`config.mk`:
```
export PLATFORM = sky130hd
export DESIGN_NAME = hazard_tracker
export DESIGN_NICKNAME = d
export VERILOG_FILES = /design/src/rtl/hazard_tracker.sv
export SDC_FILE = /design/constraint.sdc
export NUM_CORES = 1
export LEC_CHECK = 0
export BUFFER_PORTS_ARGS = -buffer_cell sky130_fd_sc_hd__buf_2
export CORE_UTILIZATION = 40
export DETAILED_ROUTE_END_ITERATION = 7
export SLEW_MARGIN = 20
export SYNTH_ARGS = -nofsm -noshare
export SYNTH_HDL_FRONTEND = slang
export SYNTH_SLANG_ARGS = --single-unit
```
`constraint.sdc`:
```
create_clock -name CLK -period 2.3 [get_ports CLK]
set_input_delay 0.345 -clock CLK [delete_from_list [all_inputs] [get_ports CLK]]
set_output_delay 0.345 -clock CLK [all_outputs]
set_load 0.01 [all_outputs]
```
`src/rtl/hazard_tracker.sv`:
```
// Tracks in-flight register writes in the EX/MEM/WB slots, derives operand
// forward selects for the ID instruction and raises the load-use stall.
module hazard_tracker #(
    parameter int REG_W = 5,
    parameter int CNT_W = 16
) (
    input  logic             CLK,
    input  logic             nRST,
    input  logic             id_valid,
    input  logic [REG_W-1:0] id_rs,
    input  logic [REG_W-1:0] id_rt,
    input  logic             id_use_rs,
    input  logic             id_use_rt,
    input  logic [REG_W-1:0] id_dest,
    input  logic             id_regWrite,
    input  logic             id_memRead,
    input  logic             advance,
    input  logic             flush,
    output logic             stall,
    output logic [1:0]       fwdA_sel,
    output logic [1:0]       fwdB_sel,
    output logic [REG_W-1:0] ex_dest,
    output logic             ex_regWrite,
    output logic [REG_W-1:0] mem_dest,
    output logic             mem_regWrite,
    output logic [CNT_W-1:0] stall_cycles
);

    typedef struct packed {
        logic             v;
        logic [REG_W-1:0] dest;
        logic             wr;
        logic             ld;
    } slot_t;

    slot_t            ex_q, ex_d;
    slot_t            mem_q, mem_d;
    slot_t            wb_q, wb_d;
    logic [CNT_W-1:0] cnt_q, cnt_d;

    logic wr_cap;
    logic hit_rs;
    logic hit_rt;
    logic hazard;

    // Youngest producer wins; a load still in EX cannot forward (stall covers it).
    function automatic logic [1:0] fwd_sel(
        input logic             use_op,
        input logic [REG_W-1:0] idx,
        input logic             stl,
        input slot_t            ex,
        input slot_t            mem,
        input slot_t            wb
    );
        logic [1:0] sel;
        sel = 2'd0;
        if (use_op && (idx != '0) && !stl) begin
            if (ex.v && ex.wr && !ex.ld && (ex.dest == idx))
                sel = 2'd1;
            else if (mem.v && mem.wr && (mem.dest == idx))
                sel = 2'd2;
            else if (wb.v && wb.wr && (wb.dest == idx))
                sel = 2'd3;
        end
        return sel;
    endfunction

    assign wr_cap = id_regWrite && (id_dest != '0);
    assign hit_rs = id_use_rs && (id_rs != '0) && (id_rs == ex_q.dest);
    assign hit_rt = id_use_rt && (id_rt != '0) && (id_rt == ex_q.dest);
    assign hazard = id_valid && ex_q.v && ex_q.wr && ex_q.ld && (hit_rs || hit_rt);
    assign stall  = hazard && !flush;

    assign fwdA_sel     = fwd_sel(id_use_rs, id_rs, stall, ex_q, mem_q, wb_q);
    assign fwdB_sel     = fwd_sel(id_use_rt, id_rt, stall, ex_q, mem_q, wb_q);
    assign ex_dest      = ex_q.dest;
    assign ex_regWrite  = ex_q.v && ex_q.wr;
    assign mem_dest     = mem_q.dest;
    assign mem_regWrite = mem_q.v && mem_q.wr;
    assign stall_cycles = cnt_q;

    always_comb begin
        ex_d  = ex_q;
        mem_d = mem_q;
        wb_d  = wb_q;
        cnt_d = cnt_q;
        if (advance) begin
            wb_d  = mem_q;
            mem_d = ex_q;
            if (id_valid && !stall && !flush)
                ex_d = '{v: 1'b1, dest: id_dest, wr: wr_cap, ld: id_memRead && wr_cap};
            else
                ex_d = '0;
            if (stall && (cnt_q != '1))
                cnt_d = cnt_q + CNT_W'(1);
        end
    end

    always_ff @(posedge CLK or negedge nRST) begin
        if (!nRST) begin
            ex_q  <= '0;
            mem_q <= '0;
            wb_q  <= '0;
            cnt_q <= '0;
        end else begin
            ex_q  <= ex_d;
            mem_q <= mem_d;
            wb_q  <= wb_d;
            cnt_q <= cnt_d;
        end
    end

endmodule

```
==> reports/metrics.cfg, run 1 <==
[run_status]
outcome = finished, violations left
violations = setup timing

[power_and_ir_drop]
switching_share_pct = 27.0
p_comb_share_pct = 16.6
power_density_nw_per_um2 = 505
switchingPower_mw = 0.393
intPower_mw = 1.07
seq_power_share_pct = 50.4
power_mw = 1.46
p_leak_nw = 1.45
ir_worst_vdd_mv = 0.335
clkPwrFrac_pct = 33.0

[route]
wl_met2_um = 2340
vias_per_cell = 5.21
wire_per_inst_um = 15.7
initialDrtViolationCount = 63
met3WireLength_um = 259
wl_um = 5390
dr.pass1.iters = 4
final_antenna_net_count = 0
vias = 1786
met1Wirelength_um = 2680
top_layer_used = met4
drc = 0

[clock_tree]
cts_tree = yes
clock_latency_ps = 280
h-tree-depth = 2
numCtsBuffers = 5
max-clock-path-buffers = 2
clock-sinks = 38
clockRootBuffer = clkbuf_8
ctsHoldBuffers = 0
clkSlewWorstSetupHoldPaths_ps = 80

[global_routing]
grt_usage_pct = 19.3
grt_pass1_vias = 1746
antenna_found_initial = 0
grt_max_degree = 39
grt-ovfl-total = 0
grt_first_pass_wirelength_um = 8980

[timing]
period_minus_slack_ps = 2380
tightest_slew_ps = 847
fin_crit_sh_pct = 103
holdWs_ps = 156
slew_viol_final = 0
setup_viol = 4
skew_ps = 3.45
fmax_ghz = 0.421
timing.final.ws_setup_ps = -75.0
hold_viol_final = 0
fin_tns_setup_ps = -242
rsz0062_at_grt = true
timing.slew.headroom_pct = 43.5

[synth]
ys_warn_count = 0
syn_avg_cell_area_um2 = 11.3
syn_area_um2 = 2250
synth_ff_type = dfrtp_1
synth_top_cells_by_area = dfrtp_1 (42%), xor2_1 (11%), mux2_2 (7.0%)
synth.most_common_cell = dfrtp_1
synthAdderAreaFrac_pct = 0.555
muxShareOfSynthArea_pct = 7.49
synth_simple_gate_area_share_pct = 18.3
netlist.area_leader.share_pct = 42.2
yosysTopAreaCell = dfrtp_1
synth_cell_types = 41
ys_seq_elements = 38
synth_top_family_by_area = simple AND/OR/NAND/NOR gates
synth_edf_count = 0
synth_xor_xnor_area_share_pct = 17.8
synth_compound_area_share_pct = 8.49
yosysSeqAreaShare_pct = 42.2
synthArstFlopShare_pct = 100
synthCells = 199
syn-num-nets = 224
synth_common_cells = dfrtp_1 (38), xor2_1 (29), xnor2_1 (15), mux2_2 (14), buf_4 (11)

[worst_setup_path]
cp_slowest_cell = dfrtp_2
cp.arrival_ps = 2030
path_cells = xor2_1, nor3_1, nand3_1, o22a_4, nor2_4, nor3_2, buf_2
cpPeakStageDelay_ps = 460
worstSetupStartpointType = flop
required_ps = 1960
critPathMaxFanout = 5
critPathCaptureType = output pin
criticalPathCategory = reg -> out

[finish]
antenna_cells = 0
syn2layout_area_growth_pct = 28.2
fin_area_um2 = 2890
fin_cells = 343
num-nets-final = 297
drive_gt1_share_pct = 48.4

[run]
drv_cap = 0

[placement]
placed_cells = 324
port_buffers = 56
postPlaceCellArea_um2 = 2630
dp_hpwl_um = 3780
globalplace.congestion = 0.917

[floorplan]
rows = 26
die_h_um = 77.1
die-area_um2 = 5940
core_area_um2 = 5270
ios = 57
die_w_um = 77.1
start_util_pct = 42.8

[min_path]
worstHoldPathType = in -> async

cells by family (layout without fill, tap and decap cells):
kind of cell / count (synthesis) / after routing
and+or+nand+nor: 65 / 65
xor gates and xnor gates: 45 / 45
DFF: 38 / 38
buffers and inverters: 18 / 92
AOI/OAI and AO/OA: 17 / 17
muxes: 15 / 15
adders and majority gates: 1 / 1
per-stage QoR:
| step | setup WS, ps | utilization, % |
|---|---|---|
| after floorplan | 189 | - |
| after global placement | 34.7 | 49.9 |
| after detailed placement | 23.7 | 49.9 |
| after CTS | -26.5 | 53.1 |
| after global routing | -145 | 54.8 |
| final | -75.0 | 54.8 |
routing by layer:
| layer | GRT usage, % | up-vias |
|---|---|---|
| li1 | - | 855 |
| met1 | 27.7 | 873 |
| met2 | 28.4 | 49 |
| met3 | 4.17 | 9 |
| met4 | 6.98 | 0 |
| met5 | 0 | - |
power by group through the flow:
stage | Sequential [mW] | Clock [mW] | Combinational, mW
final | 0.735 | 0.481 | 0.243
after detailed placement | 0.749 | 0 | 0.211
after floorplan | 0.738 | 0 | 0.136
after global placement | 0.749 | 0 | 0.209
after CTS | 0.735 | 0.494 | 0.225
after global routing | 0.740 | 0.522 | 0.264
timing repair:
action	in CTS	in global routing
gates resized for setup	10	7
buffers inserted	3	8
endpoints found under the hold margin	0	0
setup endpoints to repair	5	6
pin swaps	6	9
worst max-delay path, delay by kind of cell, from the launching register on:
kind	cells	cell delay, ps
buffers and inverters	1	150
xor gates and xnor gates	1	160
DFF	1	460
and+or+nand+nor	4	730
AOI/OAI and AO/OA	1	260
registers in the layout, indices dropped and copies added (netlist names):
register and flops:
mem_q 2, ex_q 3, wb_q 7, stall_cycles 16
ex_dest 5, mem_dest 5
path summary, 6_finish.rpt:
path	from	endpoint	slack, ps	cells past startpoint
setup reg to reg	ex_dest[2]	stall_cycles[5]	100	7
hold / removal	nRST	wb_q[3]	160	1
min in group CLK	id_dest[1]	ex_dest[1]	280	2
max in group asynchronous	nRST	ex_dest[0]	1550	1
setup / recovery	ex_dest[2]	fwdA_sel[0]	-80	7
hold reg to reg	stall_cycles[12]	stall_cycles[12]	490	1
layout make-up:
type / instances / area, um2
Clock inverter: 1 / 5.00
Tap cell: 70 / 87.6
Sequential cell: 38 / 957
Timing Repair Buffer: 80 / 483
Inverter: 4 / 15.0
Clock buffer: 7 / 86.3
Multi-Input combinational cell: 143 / 1260
Fill cell: 509 / 2380
cell usage in the layout (no fill, tap or decap), drive strengths merged, types with 4 or more instances in the layout:
cell type / instances
mux2: 15
a22o: 6
buf: 80
nand4: 8
xnor2: 16
nand2: 8
inv: 4
nor3: 12
clkbuf: 7
dfrtp: 38
or4: 4
nor2: 5
xor2: 29
nor4: 7
nand3: 9
No activity file was read; power rests on OpenSTA's default activity.
==> inputs of run 2 (changes only) <==
- SETUP_SLACK_MARGIN: not set -> 0.4
- SKIP_LAST_GASP: not set -> 1
==> run 2 against run 1 <==
The run still ends with setup timing left. Fmax increased by 3.1%. Design area increased by 12%. Count of clock-buffer cells in the layout stayed put. Sequential power is essentially flat. Worst hold slack improved by 3.7 ps. Critical path type unchanged. Largest cell class unchanged.
==> reports/metrics.cfg, run 2 (synthesized netlist as in run 1, its figures left out) <==
[run_status]
outcome = finished, violations left
violations = setup timing

[placement]
globalplace.congestion = 0.874  ; -4.7%
postPlaceCellArea_um2 = 2690  ; +2.1%
placed_cells = 323  ; -0.31%
place_ws_ps = 86.5  ; +62.8 ps
port_buffers = 56  ; unchanged
dp_hpwl_um = 3840  ; +1.4%

[clock_tree]
clock_latency_ps = 300  ; +20 ps
max-clock-path-buffers = 2  ; unchanged
h-tree-depth = 2  ; unchanged
clock-sinks = 38  ; unchanged
clkSlewWorstSetupHoldPaths_ps = 80  ; about the same
clockRootBuffer = clkbuf_8
numCtsBuffers = 5  ; unchanged
cts_tree = yes

[power_and_ir_drop]
power_density_nw_per_um2 = 460  ; -8.9%
p_leak_nw = 1.64  ; +14%
switchingPower_mw = 0.411  ; +4.4%
intPower_mw = 1.08  ; +1.2%
p_comb_share_pct = 18.3  ; +1.7 points
seq_power_share_pct = 49.1  ; -1.3 points
switching_share_pct = 27.6  ; +0.61 points
ir_worst_vdd_mv = 0.259  ; -23%
clkPwrFrac_pct = 32.6  ; -0.4 points

[worst_setup_path]
critPathCaptureType = output pin
required_ps = 1960  ; about the same
r2r_start = ex_dest[3]
cp.arrival_ps = 1960  ; -70 ps
cpPeakStageDelay_ps = 440  ; -20 ps
rr_endpoint = stall_cycles[5]
critPathMaxFanout = 5  ; unchanged
criticalPathCategory = reg -> out
path_cells = xor2_1, nor4_2, nand3_1, a2111oi_4, buf_2
endpoint = fwdA_sel[1]
cp_slowest_cell = dfrtp_1
worstSetupStartpointType = flop
worstRegToRegCells = 9  ; +2
r2r_slack_ps = 80  ; -20 ps
critPathLaunch = mem_dest[4]

[finish]
final_cell_mix = buf_2 (55), dfrtp_1 (32), xor2_1 (28)
antenna_cells = 0  ; unchanged
final_common_cell = buf_2
drive_gt1_share_pct = 56.5  ; +8.1 points
fin_area_um2 = 3240  ; +12%
fin_cells = 355  ; +3.5%
num-nets-final = 309  ; +4.0%
largest_reg_flops = 16  ; unchanged
syn2layout_area_growth_pct = 43.7
utilization_pct = 61.5  ; +6.6 points

[floorplan]
die-area_um2 = 5940  ; unchanged
start_util_pct = 42.8  ; unchanged
core_area_um2 = 5270  ; unchanged
ios = 57  ; unchanged
die_w_um = 77.1  ; unchanged
rows = 26  ; unchanged
die_h_um = 77.1  ; unchanged

[timing]
period_minus_slack_ps = 2300  ; -72.3 ps
setup_viol = 1  ; -3
fin_crit_sh_pct = 100  ; -3.1 points
hold_viol_final = 0  ; unchanged
fin_tns_setup_ps = -2.77  ; +239 ps
timing.final.ws_setup_ps = -2.77  ; +72.3 ps
rsz0062_at_grt = true
timing.slew.headroom_pct = 43.0  ; -0.52 points
skew_ps = 8.76  ; +5.31 ps
tightest_slew_ps = 855  ; +7.75 ps
slew_viol_final = 0  ; unchanged
fmax_ghz = 0.434  ; +3.1%

[min_path]
worstHoldPathType = in -> async

[route]
drc = 0  ; unchanged
dr.pass1.iters = 4  ; unchanged
vias_per_cell = 5.12  ; -1.6%
wl_um = 5750  ; +6.9%
initialDrtViolationCount = 62  ; -1.6%
wire_per_inst_um = 16.2  ; +3.2%
vias = 1818  ; +1.8%
final_antenna_net_count = 0  ; unchanged

[global_routing]
grt_first_pass_wirelength_um = 9830  ; +9.5%
antenna_found_initial = 0  ; unchanged
grt-ovfl-total = 0  ; unchanged
grt_max_degree = 39  ; unchanged
grt_usage_pct = 21.5  ; +2.2 points
grt_pass1_vias = 1972  ; +13%

[run]
drv_cap = 0  ; unchanged

-- run 2: cell types whose count changed in the layout (fill, tap and decap cells not counted), sizes merged --
cell	delta
buf	+12
-- run 2: area by class of cell --
type                            count  area [um2]
Clock inverter                      1        5.00
Tap cell                           70        87.6
Fill cell                         443        2030
Multi-Input combinational cell    143        1460
Sequential cell                    38         958
Clock buffer                        7        86.3
Inverter                            4        15.0
Timing Repair Buffer               92         627
-- run 2: how the worst min path moves through the flow --
stage	slack, ps	depth (start not counted)	end	startpoint
floorplan	50	0	ex_dest[0]	nRST
global placement	480	1	stall_cycles[12]	stall_cycles[12]
detailed placement	490	1	stall_cycles[15]	stall_cycles[15]
CTS	190	1	mem_dest[4]	nRST
global route	220	1	stall_cycles[11]	nRST
finish	160	1	ex_dest[4]	nRST
-- run 2: worst max-delay path: cells and delay by family (launching register included) --
kind                   cells  cell delay [ps]
AND/OR/NAND/NOR            2              440
AO/OA/AOI/OAI              1              380
XOR/XNOR                   1              200
flip-flops                 1              440
buffers and inverters      1              190
-- run 2: what timing repair did --
item | 4_1_cts | 5_1_grt
cloned | 1 | 0
buffers inserted | 21 | 2
setup endpoints to repair | 28 | 29
hold endpoints to repair | 0 | 0
hold buffers | 0 | 0
resized for setup | 40 | 12
pin swaps | 32 | 16
-- run 2: metrics by stage --
stage,hold WS [ps],total power [mW]
global placement,484,0.964
CTS,188,1.51
global route,222,1.57
detailed placement,493,0.965
floorplan,49.4,0.878
finish,159,1.49
-- run 2: power by group through the flow --
stage,Combinational (mW),Clock (mW),Sequential [mW]
final,0.272,0.486,0.732
after detailed placement,0.218,0,0.747
after global routing,0.297,0.540,0.737
after CTS,0.269,0.506,0.732
after floorplan,0.140,0,0.738
after global placement,0.217,0,0.747
-- run 2: metal layers --
layer | up-vias | global-route usage, % | share of wire, %
met1 | 875 | 29.5 | 47
met2 | 56 | 32.7 | 46
met3 | 10 | 4.52 | 5.0
met5 | - | 0 | 0
li1 | 877 | - | -
met4 | 0 | 9.25 | 1.8
==> inputs of run 3 (changes only) <==
- clock period: 2.3 -> 2.7 ns (I/O delays scaled with it)
==> run 3 against run 2 <==
The run now ends clean. Worst setup slack better by 290 ps. Sequential cell count did not move. Design area shrank 11%. Critical path depth rose by 2. Core utilization down 6.8 points. Critical path type is now in -> out. Largest cell class unchanged. Largest power group unchanged.
==> reports/metrics.cfg, run 3 (synthesized netlist as in run 1, its figures left out) <==
[floorplan]
ios = 57  ; unchanged
die_h_um = 77.1  ; unchanged
die_w_um = 77.1  ; unchanged
core_area_um2 = 5270  ; unchanged
die-area_um2 = 5940  ; unchanged
rows = 26  ; unchanged
start_util_pct = 42.8  ; unchanged

[timing]
fmax_ghz = 0.415
timing.slew.headroom_pct = 42.6  ; -0.43 points
period_minus_slack_ps = 2410
holdWs_ps = 224  ; +64.4 ps
tightest_slew_ps = 861  ; +6.40 ps
rsz0062_at_grt = true
fin_crit_sh_pct = 89.2
fin_tns_setup_ps = 0  ; +2.77 ps
skew_ps = 6.62  ; -2.15 ps
slew_viol_final = 0  ; unchanged
hold_viol_final = 0  ; unchanged
setup_viol = 0  ; -1

[placement]
dp_hpwl_um = 3780  ; -1.6%
port_buffers = 56  ; unchanged
globalplace.congestion = 0.828  ; -5.3%

[worst_setup_path]
worstRegToRegCells = 7  ; -2
critPathLaunch = id_rs[1]
rr_endpoint = stall_cycles[5]
required_ps = 2300  ; +340 ps
critPathMaxFanout = 5  ; unchanged
r2r_start = ex_dest[3]
cp_slowest_cell = or4_4
path_cells = buf_8, or4_4, o21ai_4, o22a_4, nor2_4, a2111oi_2, buf_2
criticalPathCategory = in -> out
critPathCaptureType = output pin
cpPeakStageDelay_ps = 540  ; +100 ps
cp.arrival_ps = 2000  ; +40 ps
r2r_slack_ps = 460  ; +380 ps
worstSetupStartpointType = input port

[global_routing]
grt_max_degree = 39  ; unchanged
grt_usage_pct = 19.2  ; -2.3 points
grt-ovfl-total = 0  ; unchanged
grt_pass1_vias = 1770  ; -10%
antenna_found_initial = 0  ; unchanged
grt_first_pass_wirelength_um = 8840  ; -10%

[route]
dr.pass1.iters = 4  ; unchanged
initialDrtViolationCount = 85  ; +37%
drc = 0  ; unchanged
final_antenna_net_count = 0  ; unchanged
vias = 1701  ; -6.4%
vias_per_cell = 5.11  ; -0.25%
wl_um = 5240  ; -8.9%
wire_per_inst_um = 15.7  ; -2.9%

[finish]
final_common_cell = buf_2
antenna_cells = 0  ; unchanged
final_cell_mix = buf_2 (51), dfrtp_1 (31), xor2_1 (29)
largest_reg_flops = 16  ; unchanged
utilization_pct = 54.7  ; -6.8 points
drive_gt1_share_pct = 47.5  ; -9.0 points
syn2layout_area_growth_pct = 27.9
num-nets-final = 287  ; -7.1%

[run_status]
outcome = complete, no violations

[clock_tree]
cts_tree = yes
numCtsBuffers = 5  ; unchanged
clockRootBuffer = clkbuf_8
clock-sinks = 38  ; unchanged
h-tree-depth = 2  ; unchanged
clock_latency_ps = 290  ; about the same
ctsHoldBuffers = 0  ; unchanged
clkSlewWorstSetupHoldPaths_ps = 80  ; about the same
max-clock-path-buffers = 2  ; unchanged

[run]
drv_cap = 0  ; unchanged

[power_and_ir_drop]
ir_worst_vdd_mv = 0.346  ; +34%
power_density_nw_per_um2 = 495  ; +7.6%
p_leak_nw = 1.42  ; -13%

[min_path]
worstHoldPathType = in -> async

## run 3: cell types whose count changed in the layout (fill, tap and decap cells not counted), moves of 2 or more
cell / before / now
bufinv_16: 0 / 2
buf_6: 9 / 1
nor4b_4: 3 / 0
nor4b_1: 0 / 2
nor3_4: 6 / 0
buf_8: 1 / 3
buf_4: 25 / 15
nor4_1: 0 / 2
nor4_4: 5 / 0
buf_2: 55 / 51
nor4_2: 2 / 5
nor3_1: 3 / 7
nor3_2: 3 / 5
## run 3: per-layer routing
layer / GRT usage (%) / part of all wire, % / up-vias
li1: - / - / 839
met1: 27.7 / 51 / 813
met2: 28.8 / 44 / 41
met3: 3.45 / 3.4 / 8
met4: 6.42 / 1.7 / 0
met5: 0 / 0 / -
## run 3: cell type report
class                           instances  area, um2
Fill cell                             513       2390
Multi-Input combinational cell        143       1250
Sequential cell                        38        960
Timing Repair Buffer                   70        424
Tap cell                               70       87.6
Clock buffer                            6       82.6
Clock inverter                          2       60.1
Inverter                                4       15.0
## run 3: worst max-delay path by stage
stage / to / slack, ps / depth (start not counted)
floorplan: fwdA_sel[1] / 470 / 5
global placement: fwdA_sel[1] / 260 / 7
detailed placement: fwdA_sel[1] / 240 / 7
CTS: fwdA_sel[1] / 320 / 5
global route: fwdA_sel[1] / 180 / 5
finish: fwdB_sel[1] / 290 / 7
## run 3: critical path: cells and delay by family
kind,cells,cell delay [ps]
buffers and inverters,2,280
AOI/OAI and AO/OA,3,720
and+or+nand+nor,2,600
## run 3: per-stage QoR
stage	std cells	cell area (um2)	power [mW]	setup WS [ps]
finish	333	2880	1.43	290
CTS	331	2850	1.44	324
floorplan	199	2250	0.744	469
global placement	315	2550	0.806	257
global route	333	2880	1.49	181
detailed placement	315	2550	0.807	237
## run 3: where the power goes
| group | switching, mW | leakage [nW] | internal (mW) |
|---|---|---|---|
| Clock | 0.210 | 0.0714 | 0.394 |
| Sequential | 0.0333 | 0.504 | 0.596 |
| Combinational | 0.0927 | 0.846 | 0.100 |
## run 3: repair_timing
action | in CTS | in global routing
setup endpoints to repair | 5 | 7
gates resized for setup | 26 | 4
endpoints found under the hold margin | 0 | 0
pin swaps | 4 | 7
buffers inserted | 8 | 2
